### src/rtl/mips_multicycle_control.sv
// mips_multicycle_control: multi-cycle MIPS control FSM driving datapath selects, memory strobes
// and the mul/div handshake.
module mips_multicycle_control #(
    parameter int MD_TIMEOUT = 64
) (
    input  logic        clk,
    input  logic        rst_n,
    input  logic [31:0] instruction,
    input  logic        imem_ready,
    input  logic        dmem_ready,
    input  logic        alu_zero,
    input  logic        md_done,
    output logic        imem_req,
    output logic        ir_write,
    output logic        pc_write,
    output logic [1:0]  PC_sel,
    output logic        write_addr3_sel,
    output logic [1:0]  reg_write_data_sel,
    output logic        alu_src_b_sel,
    output logic [2:0]  alu_control,
    output logic        reg_write_en,
    output logic        dmem_req,
    output logic        dmem_we,
    output logic        md_start,
    output logic        md_op,
    output logic        illegal_instr,
    output logic        md_timeout
);
    localparam int CW = $clog2(MD_TIMEOUT);
    localparam logic [5:0] OP_R = 6'h00, OP_ADDI = 6'h08, OP_LW = 6'h23, OP_SW = 6'h2B,
                           OP_BEQ = 6'h04, OP_J = 6'h02;
    localparam logic [5:0] F_ADD = 6'h20, F_SUB = 6'h22, F_AND = 6'h24, F_OR = 6'h25,
                           F_SLT = 6'h2A, F_MULT = 6'h18, F_DIV = 6'h1A, F_MFHI = 6'h10,
                           F_MFLO = 6'h12;

    typedef enum logic [2:0] {IDLE, FETCH, DECODE, EXEC, MEM, WB, MD_WAIT} state_t;
    state_t state, state_next;
    logic [5:0] op, funct;
    logic [CW-1:0] md_cnt;
    logic is_r, is_alu, is_md, is_mf, is_addi, is_lw, is_sw, is_beq, is_j, legal, md_expired;
    logic [2:0] r_alu_ctl;
    logic unused_bits;

    assign unused_bits = ^instruction[25:6];
    assign is_r    = op == OP_R;
    assign is_alu  = is_r && (funct == F_ADD || funct == F_SUB || funct == F_AND ||
                              funct == F_OR || funct == F_SLT);
    assign is_md   = is_r && (funct == F_MULT || funct == F_DIV);
    assign is_mf   = is_r && (funct == F_MFHI || funct == F_MFLO);
    assign is_addi = op == OP_ADDI;
    assign is_lw   = op == OP_LW;
    assign is_sw   = op == OP_SW;
    assign is_beq  = op == OP_BEQ;
    assign is_j    = op == OP_J;
    assign legal   = is_alu || is_md || is_mf || is_addi || is_lw || is_sw || is_beq || is_j;
    assign md_expired = md_cnt == CW'(MD_TIMEOUT - 1);
    assign r_alu_ctl = funct == F_SUB ? 3'b110 :
                       funct == F_AND ? 3'b000 :
                       funct == F_OR  ? 3'b001 :
                       funct == F_SLT ? 3'b111 : 3'b010;

    always_ff @(posedge clk or negedge rst_n) begin
        if (!rst_n) begin
            state  <= IDLE;
            op     <= '0;
            funct  <= '0;
            md_cnt <= '0;
        end else begin
            state <= state_next;
            if (state == FETCH && imem_ready) begin
                op    <= instruction[31:26];
                funct <= instruction[5:0];
            end
            if (state == EXEC)
                md_cnt <= '0;
            else if (state == MD_WAIT)
                md_cnt <= md_cnt + 1'b1;
        end
    end

    always_comb begin
        state_next         = state;
        imem_req           = 1'b0;
        ir_write           = 1'b0;
        pc_write           = 1'b0;
        PC_sel             = 2'd0;
        write_addr3_sel    = 1'b0;
        reg_write_data_sel = 2'd0;
        alu_src_b_sel      = 1'b0;
        alu_control        = 3'b000;
        reg_write_en       = 1'b0;
        dmem_req           = 1'b0;
        dmem_we            = 1'b0;
        md_start           = 1'b0;
        md_op              = 1'b0;
        illegal_instr      = 1'b0;
        md_timeout         = 1'b0;
        case (state)
            IDLE: state_next = FETCH;
            FETCH: begin
                imem_req = 1'b1;
                if (imem_ready) begin
                    ir_write   = 1'b1;
                    pc_write   = 1'b1;
                    state_next = DECODE;
                end
            end
            DECODE: begin
                if (is_j) begin
                    pc_write   = 1'b1;
                    PC_sel     = 2'd2;
                    state_next = FETCH;
                end else if (!legal) begin
                    illegal_instr = 1'b1;
                    state_next    = FETCH;
                end else
                    state_next = EXEC;
            end
            EXEC: begin
                if (is_alu) begin
                    alu_control = r_alu_ctl;
                    state_next  = WB;
                end else if (is_addi || is_lw || is_sw) begin
                    alu_src_b_sel = 1'b1;
                    alu_control   = 3'b010;
                    state_next    = is_addi ? WB : MEM;
                end else if (is_beq) begin
                    alu_control = 3'b110;
                    pc_write    = alu_zero;
                    PC_sel      = {1'b0, alu_zero};
                    state_next  = FETCH;
                end else if (is_md) begin
                    md_start   = 1'b1;
                    md_op      = funct == F_DIV;
                    state_next = MD_WAIT;
                end else begin
                    reg_write_en       = 1'b1;
                    reg_write_data_sel = funct == F_MFHI ? 2'd2 : 2'd3;
                    state_next         = FETCH;
                end
            end
            MEM: begin
                dmem_req = 1'b1;
                dmem_we  = is_sw;
                if (dmem_ready)
                    state_next = is_sw ? FETCH : WB;
            end
            WB: begin
                reg_write_en       = 1'b1;
                write_addr3_sel    = !is_r;
                reg_write_data_sel = is_lw ? 2'd1 : 2'd0;
                state_next         = FETCH;
            end
            MD_WAIT: begin
                md_op = funct == F_DIV;
                // done takes priority over an expiring counter in the same cycle
                if (md_done)
                    state_next = FETCH;
                else if (md_expired) begin
                    md_timeout = 1'b1;
                    state_next = FETCH;
                end
            end
            default: state_next = IDLE;
        endcase
    end
endmodule

### config.mk
export PLATFORM = sky130hd
export DESIGN_NAME = mips_multicycle_control
export DESIGN_NICKNAME = d
export VERILOG_FILES = /design/src/rtl/mips_multicycle_control.sv
export SDC_FILE = /design/constraint.sdc
export NUM_CORES = 1
export LEC_CHECK = 0
export BUFFER_PORTS_ARGS = -buffer_cell sky130_fd_sc_hd__buf_2
export CORE_MARGIN = 2
export CORE_UTILIZATION = 51
export DETAILED_ROUTE_END_ITERATION = 7
export GPL_ROUTABILITY_DRIVEN = 0
export MAX_ROUTING_LAYER = met4
export PLACE_DENSITY = 0.93
export REMOVE_ABC_BUFFERS = 1
export SLEW_MARGIN = 20
export SYNTH_ARGS = -nofsm -noshare
export SYNTH_HDL_FRONTEND = slang
export SYNTH_SLANG_ARGS = --single-unit
### constraint.sdc
create_clock -name clk -period 3.05 [get_ports clk]
set_input_delay 0.61 -clock clk [delete_from_list [all_inputs] [get_ports clk]]
set_output_delay 0.61 -clock clk [all_outputs]
set_load 0.05 [all_outputs]
* Yosys cells after proc, flatten, opt, wreduce, memory -nomap -nowiden
Cells that the tools add are included.
Storage, ports and cells: input port bits 38, bits in registers 21, word-level logic and storage cells 124
Cells by class: multiplexer cells 70, add/subtract/negate cells 1, equality and inequality tests 24, reduce and logical (&&, ||, !) cells 25
Operators by type and width (number):
- $mux 3 | 17
- $eq 6x6->1 const B | 8
- $mux 1 | 38
- $eq 6x5->1 const B | 4
- $pmux 3 s6 | 1
- $logic_or 1x1->1 | 15
- $mux 2 | 7
- $mux 6 | 2
- $eq 3x3->1 const B | 3
- $pmux 2 s2 | 2
- $add 6x1->6 const B | 1
- $eq 3x2->1 const B | 2
- $eq 6x2->1 const B | 1
- $eq 6x3->1 const B | 1
- $eq 6x4->1 const B | 1
- $logic_not 6->1 | 1
- $logic_and 1x1->1 | 4
- $ne 2x2->1 const B | 2
- $pmux 1 s2 | 2
- $eq 3x1->1 const B | 1
- $logic_not 3->1 | 1
- $ne 3x3->1 const B | 1
- $pmux 1 s3 | 1
- $reduce_and 3->1 | 1
- 3 further kinds | 3

* Depth between registers and ports, before layout
Gate-level depths: netlist of the first run.
word-level depth 16, depth in mapped cells 7, mapped depth without buffers 5

* Worst setup path before layout of the first run
Ideal clock, no wire load.
path kind flip-flop to output port, start point reg state[1], end point out dmem_we, cell stages (with the launch flop) 4, arrival 2.482 ns, path buffers 1, required time 2.440 ns, path slack -0.042 ns, cells stage by stage dfrtp_1 > clkbuf_1 > nor3_1 > and4_1
On the way: cells in the longest elaborated chain, start to end 2
RTL lines:
- from (decl) | RTL line 37 | state_t state, state_next;
- from (signal assigned) | RTL line 69 | state <= state_next;
- $eq 3x3->1 | RTL line 98 | case (state)
- $mux 1 | RTL line 98
- to (decl) | RTL line 23 | output logic dmem_we,
Every way passes these cells.

* Worst setup path in the final report of the first run
start point reg op[5], end point out illegal_instr
On the way: cells in the longest elaborated chain, start to end 12, elaborated cells between the ends (all ways) 19, classes of those cells eq/ne (5); mux (3); reduce/logical (11)
RTL lines:
- from (decl) | RTL line 38 | logic [5:0] op, funct;
- from (signal assigned) | RTL line 71 | op <= instruction[31:26];
- $logic_not 6->1 | RTL line 45 | assign is_r = op == OP_R;
- $logic_and 1x1->1, on equally long branches | RTL line 46, 48
- $logic_or 1x1->1 (7 in a row) | RTL line 55 | assign legal = is_alu || is_md || is_mf || is_addi || is_lw || is_sw || is_beq || is_j;
- $mux 1 | RTL line 113 | end else if (!legal) begin
- $mux 1 (*) | RTL line 109 | if (is_j) begin
- $mux 1 (*) | RTL line 98
- to (decl) | RTL line 26 | output logic illegal_instr,
Every way passes the cells marked *; elsewhere a longest branch is shown, timed or not.

==> flow_summary.yaml, run 1 <==
yosys:
  netlist_instances: 154
  async_flop_share: 1.00
  yosysSeqAreaShare: 0.375
  synth_cell_types: 46
  syn_area_um2: 1400
  synth_edf_count: 0
  syn_area_per_cell_um2: 9.09
  ys_warn_count: 0
  ys.flop_type: "dfrtp_1"
  synth_seq_cells: 21
sta:
  setup_viol: 0
  finalMaxSlewViolations: 0
  fin_skew_ps: 10.4
  timing.final.crit_share: 0.908
  hold_viol: 0
  totalNegativeSetupSlack_ps: 0
  max_freq_ghz: 0.361
  relSlewSlack: 0.606
  timing.final.ws_setup_ps: 281
  rsz0062_at_grt: "no"
  worstMarginPinSlew_ps: 590
  period_minus_slack_ps: 2770
critical_path:
  critPathLaunchType: "flip-flop"
  crit_chain: "or3_4 -> or4_4 -> o211a_1 -> and3_1 -> buf_2"
  cpPeakStageDelay_ps: 450
  startpoint: "op[5]"
  worstPathMaxFanout: 6
  r2r_slack_ps: 1310
  cp_slowest_cell: "dfrtp_1"
  path_class: "flip-flop to primary output"
  r2r-start: "op[5]"
  cp.arrival_ps: 2160
  cp.buffers_inverters: 1
  cp.required_ps: 2440
  crit_family: "simple AND/OR/NAND/NOR gates"
  cp-end-kind: "primary output"
cts:
  cts_hold_buf: 0
  clkTransAtPathRegs_ps: 120
  ctsLongestPathBuffers: 2
  cts_resized: 0
  cts_sinks: 21
  clk_latency_ps: 310
  root_buffer: "clkbuf_4"
  numCtsBuffers: 3
  cts_tree: "done"
  ctsHtreeMaxLevel: 1
  cts_setup_buffers: 0
power:
  power_mw: 1.47
  p_per_area_nw_per_um2: 901
  switching_share: 0.497
  power.switching_mw: 0.732
  p_int_mw: 0.741
  pwr-share-clk: 0.093
  p_seq_frac: 0.357
  vdd_drop_max_v: 0.000705
  cellLeakagePower_nw: 0.749
  pwr-share-comb: 0.550
run_status:
  status: "completed"
placement:
  pre_cts_ws_ps: 652
  dp_hpwl_um: 2360
  numPortBuffers: 36
flow_run:
  maxCapViolations: 0
drt:
  ant_nets: 0
  first_pass_iters: 4
  routed_wl_um: 3140
  drcViolationCount: 0
  vias: 1337
  vias_per_cell: 6.05
  drt_iter0_markers: 36
  post_drt_wl_per_cell_um: 14.2
floorplan:
  die_area_um2: 3180
  core-area_um2: 2540
  std_cell_rows: 18
  fp.dieH_um: 56.4
  start_util: 0.550
  pin_count: 57
  die_w_um: 56.4
cells_and_area:
  area_delta_synth_final_pct: 16.7
  layout_common_cells: "buf_2, dfrtp_1, nand2_1"
  mostFrequentLayoutCell: "buf_2"
  diodes: 0
  layout-drive-gt1-share: 0.335
  fin_nets: 231
global_route:
  grt_pass1_wl_um: 5260
  grt_max_degree: 22
  grt_pass1_vias: 1221
  grt_antenna_before_repair: 0
  grt_usage: 0.209
  grt_overflow: 0
hold_path:
  hold_class: "input port to async pin"
## final timing paths
kind / cells past startpoint / end
worst max-delay path: 5 / illegal_instr
worst min-delay path: 1 / md_cnt[5]
worst max register to register: 4 / state[1]
worst min register to register: 1 / md_cnt[5]
max in group asynchronous: 1 / op[3]
min in group clk: 3 / op[2]
## metrics by stage
step | hold WS [ps] | instance area [µm²] | instances | utilization
after floorplan | 314 | 1370 | 148 | -
after global placement | 496 | 1610 | 217 | 0.632
after detailed placement | 512 | 1610 | 217 | 0.632
after CTS | 244 | 1630 | 221 | 0.642
after global routing | 254 | 1630 | 221 | 0.642
final | 222 | 1630 | 221 | 0.642
## synth_stat cells, drive strengths merged, types with 2 or more instances
cell type  count  area, µm²
nor2b          2       12.5
o21ai         12       60.1
nor2          12       45.0
a31oi          5       31.3
and3           6       40.0
inv            3       11.3
and3b          3       26.3
a21oi          4       20.0
or2b           2       17.5
nand3b         3       22.5
and4           2       18.8
nand2         17       63.8
buf            4       25.0
clkbuf         2       7.51
nor3           8       40.0
nand4          6       37.5
or3            3       23.8
o31ai          2       15.0
dfrtp         21        526
o211ai         2       15.0
nor4b          2       23.8
nand3          4       20.0
mux2          11        124
## per-layer routing
metal / GRT usage / vias to the layer above / wire, µm
met3: 0.0323 / 7 / 162
met5: - / - / 0
met2: 0.346 / 56 / 1540
met1: 0.263 / 619 / 1380
li1: - / 655 / -
met4: 0.0680 / 0 / 50
## cell families (layout without fill, tap and decap cells)
logic type | after synthesis | in the layout | synth area share
flops | 21 | 21 | 0.375
fa+ha+maj | 1 | 1 | 0.00894
compound gates | 33 | 33 | 0.152
simple gates | 77 | 77 | 0.331
mux | 12 | 12 | 0.0956
buf+inv | 9 | 46 | 0.0313
xor+xnor | 1 | 1 | 0.00626
## registers in the layout (all words and copies together) (netlist names)
name and count:
op 6, state 3, funct 6, md_cnt 6
## final cells by class
| type | count | area (µm²) |
|---|---|---|
| clock buffer | 4 | 26.3 |
| fill | 233 | 911 |
| inverter | 3 | 11.3 |
| multi-input combinational | 124 | 831 |
| sequential | 21 | 526 |
| tap | 30 | 37.5 |
| timing repair buffer | 39 | 203 |
## power by group through the flow
stage                     registers (mW)  logic [mW]  clock network [mW]
final                              0.525       0.811               0.137
after detailed placement           0.529       0.801                   0
after global routing               0.547       0.876               0.154
after CTS                          0.522       0.808               0.137
after floorplan                    0.507       0.620                   0
after global placement             0.523       0.790                   0
(Power assumes the default switching activity.)
==> inputs of run 2 (changes only) <==
--- a/config.mk
+++ b/config.mk
@@ -6,8 +6,10 @@
 export NUM_CORES = 1
 export LEC_CHECK = 0
 export BUFFER_PORTS_ARGS = -buffer_cell sky130_fd_sc_hd__buf_2
+export CELL_PAD_IN_SITES_DETAIL_PLACEMENT = 1
+export CELL_PAD_IN_SITES_GLOBAL_PLACEMENT = 2
 export CORE_MARGIN = 2
-export CORE_UTILIZATION = 51
+export CORE_UTILIZATION = 29
 export DETAILED_ROUTE_END_ITERATION = 7
 export GPL_ROUTABILITY_DRIVEN = 0
 export MAX_ROUTING_LAYER = met4
==> constraint.sdc (replaced) <==
create_clock -name clk -period 3.51 [get_ports clk]
set_input_delay 0.702 -clock clk [delete_from_list [all_inputs] [get_ports clk]]
set_output_delay 0.702 -clock clk [all_outputs]
set_load 0.05 [all_outputs]
==> run 2 against run 1 <==
  * Cell count rose by 10%
  * Worst setup slack better by 290 ps
  * Global-route usage down 5.3 points
  * First-iteration DRC count up 64%
  * Critical path depth did not move
  * Count of clock-buffer cells in the layout stayed put
  * Flip-flop and latch count stayed put
  * Core utilization shrank 29 points
  * Via count barely moved
  * Clock power rose by 21%
  * Register-to-register slack improved by 430 ps
  * Non-clock buffer count shrank 2
  * Largest cell class unchanged
  * Highest routed layer unchanged
==> flow_summary.yaml, run 2 (synthesized netlist as in run 1, its figures left out) <==
run_status:
  status: "completed"
drt:
  vias_per_cell: 5.51
  first_pass_iters: 4
  drcViolationCount: 0
  ant_nets: 0
  post_drt_wl_per_cell_um: 16.1
  vias: 1338
  drt_iter0_markers: 59
  routed_wl_um: 3900
cts:
  cts_resized: 0
  ctsHtreeMaxLevel: 1
  clkTransAtPathRegs_ps: 80
  numCtsBuffers: 3
  ctsLongestPathBuffers: 2
  clk_latency_ps: 260
  root_buffer: "clkbuf_8"
  cts_hold_buf: 0
  cts_tree: "done"
  cts_setup_buffers: 0
  cts_sinks: 21
placement:
  numPortBuffers: 36
  place_inst: 239
  dp_hpwl_um: 2980
critical_path:
  ff2ff_path_depth: 4
  cp.buffers_inverters: 1
  cp_slowest_cell: "o21ai_0"
  crit_family: "compound AO/OA/AOI/OAI gates"
  cp.arrival_ps: 2240
  cpPeakStageDelay_ps: 560
  crit_chain: "and3_2 -> o21ai_0 -> nand2_1 -> o31ai_1 -> buf_2"
  cp_num_cells: 5
  cp-end-kind: "primary output"
  worstPathMaxFanout: 6
  cp.required_ps: 2810
  critPathLaunchType: "flip-flop"
  path_class: "flip-flop to primary output"
sta:
  rsz0062_at_grt: "no"
  finalMaxSlewViolations: 0
  hold_viol: 0
  fin_skew_ps: 3.02
  max_freq_ghz: 0.340
  totalNegativeSetupSlack_ps: 0
  relSlewSlack: 0.545
  setup_viol: 0
  worstMarginPinSlew_ps: 675
  timing.final.crit_share: 0.838
  period_minus_slack_ps: 2940
global_route:
  grt_antenna_before_repair: 0
  grt_max_degree: 22
  grt_pass1_vias: 1298
  grtUsageMet3: 0.0233
  grt_pass1_wl_um: 6380
  top_usage_layer: "met2"
  grt_overflow: 0
  grt_usage: 0.157
  met1_usage: 0.202
  met2_usage: 0.256
cells_and_area:
  fill_cells: 565
  layout_common_cells: "buf_2, dfrtp_1, nand2_1"
  area_delta_synth_final_pct: 19.1
  mostFrequentLayoutCell: "buf_2"
  diodes: 0
  top_regs: "funct: 6 flops, md_cnt: 6 flops, op: 6 flops"
  fin_nets: 229
  postLayoutCoreUtil: 0.355
  finalNonFillerCells: 243
  layout-drive-gt1-share: 0.328
floorplan:
  die_w_um: 73.5
  die_area_um2: 5400
  fp.dieH_um: 73.5
  std_cell_rows: 25
  pin_count: 57
  start_util: 0.298
  core-area_um2: 4690
power:
  power_mw: 1.33
  vdd_drop_max_v: 0.000202
  cellLeakagePower_nw: 0.748
  p_per_area_nw_per_um2: 800
hold_path:
  hold_class: "input port to async pin"
flow_run:
  maxCapViolations: 0
run 2: per-layer routing:
metal  part of all wire  vias to the layer above  wire length (µm)
li1                   -                      648                 -
met1               0.47                      665              1840
met2               0.49                       20              1900
met3              0.031                        5               121
met4              0.010                        0                40
met5                  0                        -                 0
run 2: cell type report:
type                    instances  area [µm²]  share of cell area
clock buffers                   4        45.0              0.0270
repair buffers                 37         188               0.113
inverters                       3        11.3             0.00675
flip-flops and latches         21         526               0.315
well taps                      54        67.6              0.0405
multi-input cells             124         831               0.498
run 2: worst paths after layout:
check                      startpoint           end  slack, ps
min                             rst_n     md_cnt[3]        390
min in group clk            md_cnt[3]     md_cnt[3]        520
min reg2reg                 md_cnt[3]     md_cnt[3]        520
max                             op[0]  reg_write_en        570
max in group asynchronous       rst_n     md_cnt[1]       2790
max reg2reg                     op[0]      state[1]       1740
run 2: report_power, final:
group | internal, mW | switching [mW] | leakage [nW]
sequential | 0.326 | 0.157 | 0.262
combinational | 0.262 | 0.423 | 0.463
clock | 0.0811 | 0.0853 | 0.0228
run 2: stage by stage:
stage	setup WS (ps)	instance area [µm²]	hold WS, ps
2_1_floorplan	367	1370	406
3_3_place_gp	897	1620	499
3_5_place_dp	867	1620	511
4_1_cts	564	1670	409
5_1_grt	400	1670	439
6_report	569	1670	391
==> inputs of run 3 (changes only) <==
--- a/config.mk
+++ b/config.mk
@@ -5,15 +5,16 @@
 export SDC_FILE = /design/constraint.sdc
 export NUM_CORES = 1
 export LEC_CHECK = 0
+export ABC_AREA = 1
 export BUFFER_PORTS_ARGS = -buffer_cell sky130_fd_sc_hd__buf_2
 export CELL_PAD_IN_SITES_DETAIL_PLACEMENT = 1
 export CELL_PAD_IN_SITES_GLOBAL_PLACEMENT = 2
 export CORE_MARGIN = 2
-export CORE_UTILIZATION = 29
+export CORE_UTILIZATION = 25
 export DETAILED_ROUTE_END_ITERATION = 7
 export GPL_ROUTABILITY_DRIVEN = 0
 export MAX_ROUTING_LAYER = met4
-export PLACE_DENSITY = 0.93
+export PLACE_DENSITY = 0.87
 export REMOVE_ABC_BUFFERS = 1
 export SLEW_MARGIN = 20
 export SYNTH_ARGS = -nofsm -noshare
==> constraint.sdc (replaced) <==
create_clock -name clk -period 2.85 [get_ports clk]
set_input_delay 0.57 -clock clk [delete_from_list [all_inputs] [get_ports clk]]
set_output_delay 0.57 -clock clk [all_outputs]
set_load 0.05 [all_outputs]
==> run 3 against run 2 <==
  * Power increased by 17%
  * Final area increased by 2.7%
  * Sequential share of layout area decreased by 0.83 points
  * Combinational power increased by 26%
  * Clock power up 23%
  * Largest cell class unchanged
  * Die area increased by 16%
  * Count of clock-buffer cells in the layout unchanged
  * Worst setup slack got worse by 280 ps
  * Flip-flop and latch count unchanged
  * Via count is 2.2% higher
==> flow_summary.yaml, run 3 <==
cts:
  numCtsBuffers: 3
  clk_latency_ps: 260
  cts_hold_buf: 0
  clkTransAtPathRegs_ps: 80
  cts_resized: 0
  cts_sinks: 21
  cts_setup_buffers: 0
  ctsHtreeMaxLevel: 1
  ctsLongestPathBuffers: 2
  cts_tree: "done"
  root_buffer: "clkbuf_8"
sta:
  setup_viol: 0
  fin_skew_ps: 4.48
  totalNegativeSetupSlack_ps: 0
  period_minus_slack_ps: 2560
  relSlewSlack: 0.666
  finalMaxSlewViolations: 0
  max_freq_ghz: 0.390
  hold_viol: 0
  timing.final.ws_setup_ps: 289
  rsz0062_at_grt: "no"
  timing.final.crit_share: 0.899
  worstMarginPinSlew_ps: 501
  hold_ws_ps: 263
power:
  vdd_drop_max_v: 0.000295
  cellLeakagePower_nw: 0.919
  p_int_mw: 0.742
  pwr-share-clk: 0.130
  p_per_area_nw_per_um2: 913
  pwr-share-comb: 0.550
  p_seq_frac: 0.320
  power.switching_mw: 0.822
  switching_share: 0.526
  power_mw: 1.56
yosys:
  synth_top_cell_by_area: "dfrtp_1"
  synth_top_cells_by_area: "dfrtp_1, nand2_1, inv_1, nor2_1, o21ai_2"
  ys_top_cells_by_count: "nand2_1, inv_1, nor2_1"
  syn_area_per_cell_um2: 7.28
  yosysSeqAreaShare: 0.372
  ys_warn_count: 0
  synth_seq_cells: 21
  synth_cell_types: 28
  synth_top_area_frac: 0.372
  synth.most_common_cell: "nand2_1"
  ys.flop_type: "dfrtp_1"
  netlist_instances: 194
  synth_edf_count: 0
  syn_area_um2: 1410
  async_flop_share: 1.00
critical_path:
  r2r-start: "state[2]"
  cp.arrival_ps: 1990
  cp.buffers_inverters: 1
  worstPathMaxFanout: 4
  crit_chain: "nor2_1 -> nand2_2 -> nor3_1 -> nor2_1 -> nand2_1 -> nor2_2 -> nand2_1 -> o21ai_0 -> buf_2"
  crit_family: "simple AND/OR/NAND/NOR gates"
  cp-end-kind: "primary output"
  critPathLaunchType: "flip-flop"
  r2r_slack_ps: 1130
  cpPeakStageDelay_ps: 410
  path_class: "flip-flop to primary output"
  startpoint: "op[4]"
  cp_slowest_cell: "dfrtp_1"
  cp.required_ps: 2280
global_route:
  grt_antenna_before_repair: 0
  grt_overflow: 0
  grt_max_degree: 24
  grt_pass1_vias: 1405
  grt_pass1_wl_um: 6400
  grt_usage: 0.131
drt:
  vias: 1368
  ant_nets: 0
  drt_iter0_markers: 33
  post_drt_wl_per_cell_um: 11.8
  vias_per_cell: 4.49
  routed_wl_um: 3610
  drcViolationCount: 0
  first_pass_iters: 4
floorplan:
  die_w_um: 79.2
  fp.dieH_um: 79.2
  pin_count: 57
  core-area_um2: 5470
  die_area_um2: 6270
  start_util: 0.258
  std_cell_rows: 27
cells_and_area:
  fin_nets: 273
  area_delta_synth_final_pct: 21.3
  layout_common_cells: "nand2_1, buf_2, inv_1"
  design_area_um2: 1710
  diodes: 0
  top_regs: "funct: 6 flops, md_cnt: 6 flops, op: 6 flops"
  layout-drive-gt1-share: 0.296
  mostFrequentLayoutCell: "nand2_1"
  fill_cells: 698
placement:
  numPortBuffers: 36
  place_area_um2: 1670
  dp_hpwl_um: 2970
  pre_cts_ws_ps: 566
hold_path:
  hold_class: "input port to async pin"
run_status:
  status: "completed"
flow_run:
  maxCapViolations: 0
run 3: cell type report:
class / instances / area, µm² / share of cell area
inverter: 35 / 131 / 0.0767
tap: 72 / 90.1 / 0.0526
multi-input combinational: 136 / 733 / 0.428
timing repair buffer: 37 / 188 / 0.110
sequential: 21 / 526 / 0.307
clock buffer: 4 / 45.0 / 0.0263
run 3: path summary, 6_finish.rpt:
check | to | cells past startpoint
min | md_cnt[5] | 1
max reg2reg | op[4] | 5
max in group asynchronous | funct[3] | 1
min in group clk | op[1] | 3
min reg2reg | md_cnt[1] | 1
max | reg_write_data_sel[0] | 9
run 3: logic make-up after synthesis:
kind of cell | synth area share
XOR/XNOR | 0.00620
flip-flops | 0.372
adder cells (fa/ha/maj) | 0.00886
multiplexers | 0.00797
AND/OR/NAND/NOR | 0.355
AO/OA/AOI/OAI | 0.141
buffers and inverters | 0.109
run 3: through the flow:
step	std cells	util
2_1_floorplan	192	-
3_3_place_gp	301	0.305
3_5_place_dp	301	0.305
4_1_cts	305	0.313
5_1_grt	305	0.313
6_report	305	0.313
run 3: power by group through the flow:
stage	registers [mW]	logic (mW)	clock network, mW
2_1_floorplan	0.485	0.687	0
3_3_place_gp	0.502	0.856	0
3_5_place_dp	0.507	0.872	0
4_1_cts	0.502	0.875	0.215
5_1_grt	0.517	0.972	0.221
6_report	0.500	0.860	0.204
run 3: metal layers:
layer / share of wire / routed length (µm) / GRT usage
met1: 0.48 / 1730 / 0.173
met2: 0.48 / 1720 / 0.214
met3: 0.033 / 119 / 0.0193
met4: 0.012 / 42 / 0.0259
met5: 0 / 0 / -
